$ cat src/rtl/uart_rx.sv
// 8N1 UART receiver: 2-flop synchroniser, falling-edge start detect, mid-bit sampling,
// valid/ready byte output with one-cycle framing-error and overrun pulses.
module uart_rx #(
    parameter int CLK_HZ = 50_000_000,
    parameter int BAUD   = 115200
) (
    input  logic       clk,
    input  logic       rst_n,
    input  logic       rx_i,
    output logic [7:0] data_o,
    output logic       valid_o,
    input  logic       ready_i,
    output logic       busy_o,
    output logic       frame_err_o,
    output logic       overrun_o
);

    localparam int DIV  = CLK_HZ / BAUD;
    localparam int HALF = DIV / 2;
    localparam logic [15:0] DIV_M1  = 16'(DIV - 1);
    localparam logic [15:0] HALF_M1 = 16'(HALF - 1);

    localparam logic [1:0] IDLE  = 2'd0;
    localparam logic [1:0] START = 2'd1;
    localparam logic [1:0] DATA  = 2'd2;
    localparam logic [1:0] STOP  = 2'd3;

    logic        sync1_q, rx_s_q, prev_q;
    logic [1:0]  state_q, state_d;
    logic [15:0] div_cnt_q, div_cnt_d;
    logic [2:0]  bit_cnt_q, bit_cnt_d;
    logic [7:0]  shift_q, shift_d;
    logic [7:0]  data_q, data_d;
    logic        valid_q, valid_d;
    logic        ferr_q, ferr_d;
    logic        ovr_q, ovr_d;

    always_comb begin
        // NOTE: every signal gets a default before the case so no path leaves it unassigned (no latches).
        state_d   = state_q;
        div_cnt_d = div_cnt_q + 16'd1;
        bit_cnt_d = bit_cnt_q;
        shift_d   = shift_q;
        data_d    = data_q;
        valid_d   = valid_q;
        ferr_d    = 1'b0;
        ovr_d     = 1'b0;

        if (valid_q && ready_i) begin
            valid_d = 1'b0;
        end

        case (state_q)
            IDLE: begin
                div_cnt_d = 16'd0;
                // Edge, not level: a line stuck low after a framing error cannot retrigger.
                if (prev_q && !rx_s_q) begin
                    state_d = START;
                end
            end
            START: begin
                if (div_cnt_q == HALF_M1) begin
                    div_cnt_d = 16'd0;
                    if (rx_s_q) begin
                        state_d = IDLE;
                    end else begin
                        state_d   = DATA;
                        bit_cnt_d = 3'd0;
                    end
                end
            end
            DATA: begin
                if (div_cnt_q == DIV_M1) begin
                    div_cnt_d          = 16'd0;
                    shift_d[bit_cnt_q] = rx_s_q;
                    bit_cnt_d          = bit_cnt_q + 3'd1;
                    if (bit_cnt_q == 3'd7) begin
                        state_d = STOP;
                    end
                end
            end
            STOP: begin
                if (div_cnt_q == DIV_M1) begin
                    div_cnt_d = 16'd0;
                    state_d   = IDLE;
                    if (!rx_s_q) begin
                        ferr_d = 1'b1;
                    end else if (!valid_q || ready_i) begin
                        // A byte accepted in this same cycle frees the slot, so no overrun.
                        data_d  = shift_q;
                        valid_d = 1'b1;
                    end else begin
                        ovr_d = 1'b1;
                    end
                end
            end
            default: state_d = IDLE;
        endcase
    end

    // NOTE: sequential state uses non-blocking assignments so all flops update together.
    always_ff @(posedge clk or negedge rst_n) begin
        if (!rst_n) begin
            sync1_q   <= 1'b1;
            rx_s_q    <= 1'b1;
            prev_q    <= 1'b1;
            state_q   <= IDLE;
            div_cnt_q <= 16'd0;
            bit_cnt_q <= 3'd0;
            shift_q   <= 8'd0;
            data_q    <= 8'd0;
            valid_q   <= 1'b0;
            ferr_q    <= 1'b0;
            ovr_q     <= 1'b0;
        end else begin
            sync1_q   <= rx_i;
            rx_s_q    <= sync1_q;
            prev_q    <= rx_s_q;
            state_q   <= state_d;
            div_cnt_q <= div_cnt_d;
            bit_cnt_q <= bit_cnt_d;
            shift_q   <= shift_d;
            data_q    <= data_d;
            valid_q   <= valid_d;
            ferr_q    <= ferr_d;
            ovr_q     <= ovr_d;
        end
    end

    assign data_o      = data_q;
    assign valid_o     = valid_q;
    assign busy_o      = (state_q != IDLE);
    assign frame_err_o = ferr_q;
    assign overrun_o   = ovr_q;

endmodule

$ cat config.mk
export PLATFORM = sky130hd
export DESIGN_NAME = uart_rx
export DESIGN_NICKNAME = d
export VERILOG_FILES = /design/src/rtl/uart_rx.sv
export SDC_FILE = /design/constraint.sdc
export NUM_CORES = 1
export LEC_CHECK = 0
export CORE_UTILIZATION = 33
export CTS_CLUSTER_DIAMETER = 30
export CTS_CLUSTER_SIZE = 10
export DETAILED_ROUTE_END_ITERATION = 12
export PLACE_DENSITY_LB_ADDON = 0.08
export SLEW_MARGIN = 10
export SYNTH_ARGS = -nofsm -noshare
export SYNTH_HDL_FRONTEND = slang
export SYNTH_SLANG_ARGS = --single-unit
$ cat constraint.sdc
create_clock -name clk -period 3 [get_ports clk]
set_clock_uncertainty 0.1 [all_clocks]
set_input_delay 0.45 -clock clk [delete_from_list [all_inputs] [get_ports clk]]
set_output_delay 0.45 -clock clk [all_outputs]
set_load 0.02 [all_outputs]
==> impl_table.tex <==
\begin{tabular}{lr}
\hline
Metric & Value \\
\hline
\multicolumn{2}{l}{\textbf{Status}} \\
Status & finished, final reports clean \\
\multicolumn{2}{l}{\textbf{Placement}} \\
DP Wirelength & 2888 um \\
Area of placed instances & 2311 um2 \\
Setup WS pre-CTS & 0.3872 ns \\
Final RePlAce weighted congestion & 0.8387 \\
I/O Buffers & 15 \\
\multicolumn{2}{l}{\textbf{STA}} \\
Endpoints failing hold & 0 \\
Sum of negative setup slack & 0 ns \\
Highest clock frequency the design can meet & 384.6 MHz \\
Final worst path period share & 86.67\% \\
Final setup violation count & 0 \\
Post-Route Hold Slack & 0.2091 ns \\
Unrepaired setup endpoints after global routing & no \\
Slew @ Worst Pin & 0.9502 ns \\
Worst-case setup margin in the final layout & 0.3999 ns \\
Worst max-slew margin expressed relative to the limit & 36.66\% \\
Count of pins over their slew limit & 0 \\
Final worst path period need & 2.600 ns \\
\multicolumn{2}{l}{\textbf{Logic synthesis}} \\
Count of warnings emitted by yosys & 0 \\
Biggest area contributors in the synthesized netlist & sky130\_fd\_sc\_hd\_\_dfrtp\_1, sky130\_fd\_sc\_hd\_\_mux2\_2, sky130\_fd\_sc\_hd\_\_xnor2\_1, sky130\_fd\_sc\_hd\_\_nor4\_1, sky130\_fd\_sc\_hd\_\_dfstp\_2 \\
Most common cell in the synthesized netlist & sky130\_fd\_sc\_hd\_\_dfrtp\_1 \\
Register area share after synthesis & 50.85\% \\
Post-Syn Area & 2123 um2 \\
Fraction of registers with async set/reset & 100.0\% \\
Average instance area after synthesis & 10.89 um2 \\
Most used flip-flop cell after synthesis & sky130\_fd\_sc\_hd\_\_dfrtp\_1 \\
Number of enable-type register cells in the synthesized netlist & 0 \\
Synth unique cells & 35 \\
Synthesized instance count & 195 \\
Seq cells post-synth & 43 \\
Net count after synthesis & 204 \\
Top cells by count, synth & sky130\_fd\_sc\_hd\_\_dfrtp\_1, sky130\_fd\_sc\_hd\_\_nor2\_1, sky130\_fd\_sc\_hd\_\_nor4\_1 \\
Area share of the largest cell type after synthesis & 47.14\% \\
Top cell type by total area after synthesis & sky130\_fd\_sc\_hd\_\_dfrtp\_1 \\
\multicolumn{2}{l}{\textbf{Global routing}} \\
Maximum number of pins on one net before global-route repair & 44 \\
Vias in the first global route & 1514 \\
Overflow after GRT & 0 \\
Antenna violations before repair & 0 \\
GRT Overall Usage & 14.17\% \\
First-pass GRT wire length & 7224 um \\
\multicolumn{2}{l}{\textbf{Routing}} \\
Vias per std cell & 5.028 \\
Average wire per cell in the routed design & 14.27 um \\
DRC violation count after routing & 0 \\
ANT nets after route & 0 \\
Total routed wirelength & 4038 um \\
TritonRoute pass-1 iters & 4 \\
First DRT Iteration DRCs & 68 \\
Via count & 1423 \\
\multicolumn{2}{l}{\textbf{Clock network}} \\
Clock tree from TritonCTS & done \\
Clock transition at the register clock pins on the worst setup and hold paths after CTS & 0.08 ns \\
Root buf cell & sky130\_fd\_sc\_hd\_\_clkbuf\_8 \\
CTS buffer count & 5 \\
CTS-repair resized insts & 0 \\
Clock insertion delay at the later pin of the skew report & 0.29 ns \\
CTS Sinks & 43 \\
Post-CTS setup-driven buffer insertion count & 0 \\
Clock H-tree levels & 2 \\
Cts hold-fix bufs & 0 \\
Buffer depth of the longest clock path & 2 \\
\multicolumn{2}{l}{\textbf{Critical path}} \\
Arr. time, crit path & 2.67 ns \\
Required time at the worst-slack endpoint & 3.07 ns \\
Worst r2r src & div\_cnt\_q[12] \\
Type of the setup path with the least slack & register to register \\
Worst-path fanout max & 13 \\
Reg-to-reg slack, setup & 0.40 ns \\
Kind of launch point of the worst setup path & register \\
Crit path capture type & register \\
Number of cell instances on the worst register-to-register path & 4 \\
Endpoint of the worst-slack reg-to-reg timing path & data\_o[1] \\
\multicolumn{2}{l}{\textbf{Floorplanning}} \\
Number of rows created at floorplan & 28 \\
Die Outline Area & 6759 um2 \\
Die Width & 82.22 um \\
Total I/O pin count & 16 \\
Die boundary height & 82.22 um \\
Floorplan core area & 6061 um2 \\
Starting density of the core & 35.03\% \\
\multicolumn{2}{l}{\textbf{Pwr}} \\
Max rail drop VDD & 314.7 uV \\
Pwr/cell area & 496.2 nW/um2 \\
Static Leak & 0.001022 uW \\
\multicolumn{2}{l}{\textbf{Cells and area}} \\
Area Overhead vs Synth & 13.55\% \\
Final instance area & 2411 um2 \\
Seq. cell area & 1080 um2 \\
Core occupancy in the finished layout & 39.78\% \\
Final antenna diode count & 0 \\
Fraction of final layout cells sized beyond drive strength 1 & 15.38\% \\
Filler Cells Inserted & 609 \\
NumNets Final & 216 \\
Area of the multi-input gates & 969.7 um2 \\
\multicolumn{2}{l}{\textbf{Flow run}} \\
Maxcap violations & 0 \\
\multicolumn{2}{l}{\textbf{Worst hold path}} \\
Worst hold-check path type & input pin to asynchronous set/reset pin \\
\hline
\end{tabular}
worst max path at each step:
stage                        from    endpoint  slack (ns)  depth (start not counted)
floorplan           div_cnt_q[12]  shift_q[1]        0.47                          6
global placement    div_cnt_q[12]   data_o[0]        0.44                          4
detailed placement  div_cnt_q[12]   data_o[1]        0.39                          4
CTS                 div_cnt_q[12]   data_o[1]        0.37                          4
global route        div_cnt_q[12]   data_o[3]        0.30                          4
finish              div_cnt_q[12]   data_o[1]        0.40                          4
power by group:
group / switching [uW] / internal (uW)
registers: 46.9 / 611
logic: 83.6 / 60.2
clock network: 184 / 210
total: 315 / 882
cell type report:
type | count | area share [%]
clock buffer | 8 | 4.152
multi-input combinational | 137 | 40.22
tap | 75 | 3.892
sequential | 43 | 44.78
timing repair buffer | 16 | 6.331
inverter | 4 | 0.6227
routing by layer:
| layer | routed length, um | GRT usage, % | vias to the layer above |
|---|---|---|---|
| met2 | 2022 | 24.30 | 11 |
| met4 | 21 | 4.211 | 0 |
| met1 | 1914 | 17.47 | 694 |
| met3 | 80 | 3.516 | 2 |
| met5 | 0 | 0 | - |
| li1 | - | - | 716 |
cell usage in the layout, fill, tap and decap left out, types with 2 or more instances in the layout:
master / n
sky130_fd_sc_hd__nor2b_1: 2
sky130_fd_sc_hd__o21ai_0: 7
sky130_fd_sc_hd__or4bb_1: 3
sky130_fd_sc_hd__nand2_1: 9
sky130_fd_sc_hd__inv_1: 4
sky130_fd_sc_hd__or4_4: 2
sky130_fd_sc_hd__nand3_1: 8
sky130_fd_sc_hd__mux2_1: 6
sky130_fd_sc_hd__xnor2_1: 12
sky130_fd_sc_hd__dfstp_2: 3
sky130_fd_sc_hd__dfrtp_1: 40
sky130_fd_sc_hd__or4_1: 2
sky130_fd_sc_hd__or2_2: 4
sky130_fd_sc_hd__nor2_1: 21
sky130_fd_sc_hd__nand4_1: 6
sky130_fd_sc_hd__nor4_1: 13
sky130_fd_sc_hd__clkbuf_8: 7
sky130_fd_sc_hd__nand2b_1: 7
sky130_fd_sc_hd__ha_1: 5
sky130_fd_sc_hd__clkdlybuf4s50_1: 14
sky130_fd_sc_hd__xor2_1: 2
sky130_fd_sc_hd__a2bb2oi_1: 3
sky130_fd_sc_hd__nor3_1: 5
sky130_fd_sc_hd__mux2_2: 10
per-stage QoR:
stage	total power, uW	cells
floorplan	757.8	195
global placement	808.3	275
detailed placement	815.4	275
CTS	1214	283
global route	1270	283
finish	1196	283
worst max-delay path: stages (launching register included):
cell,delay (ns)
sky130_fd_sc_hd__dfrtp_1,0.43
sky130_fd_sc_hd__or4_4,0.56
sky130_fd_sc_hd__or4_4,0.60
sky130_fd_sc_hd__nor3_4,0.40
sky130_fd_sc_hd__mux2_2,0.38
sequential cells by signal (all words and copies together), names as in the netlist, named ones only:
register / count
bit_cnt_q: 3
data_o: 8
div_cnt_q: 16
frame_err_o: 1
overrun_o: 1
prev_q: 1
rx_s_q: 1
shift_q: 8
state_q: 1
sync1_q: 1
valid_o: 1
logic make-up (layout without fill, tap and decap cells):
kind of cell / after synthesis / after routing / synth area share [%]
compound gates: 13 / 13 / 4.125
mux: 16 / 16 / 8.485
buf+inv: 15 / 28 / 3.477
fa+ha+maj: 5 / 5 / 2.946
simple gates: 89 / 89 / 24.34
xor+xnor: 14 / 14 / 5.775
flops: 43 / 43 / 50.85
Power figures use the tool's default switching activity.
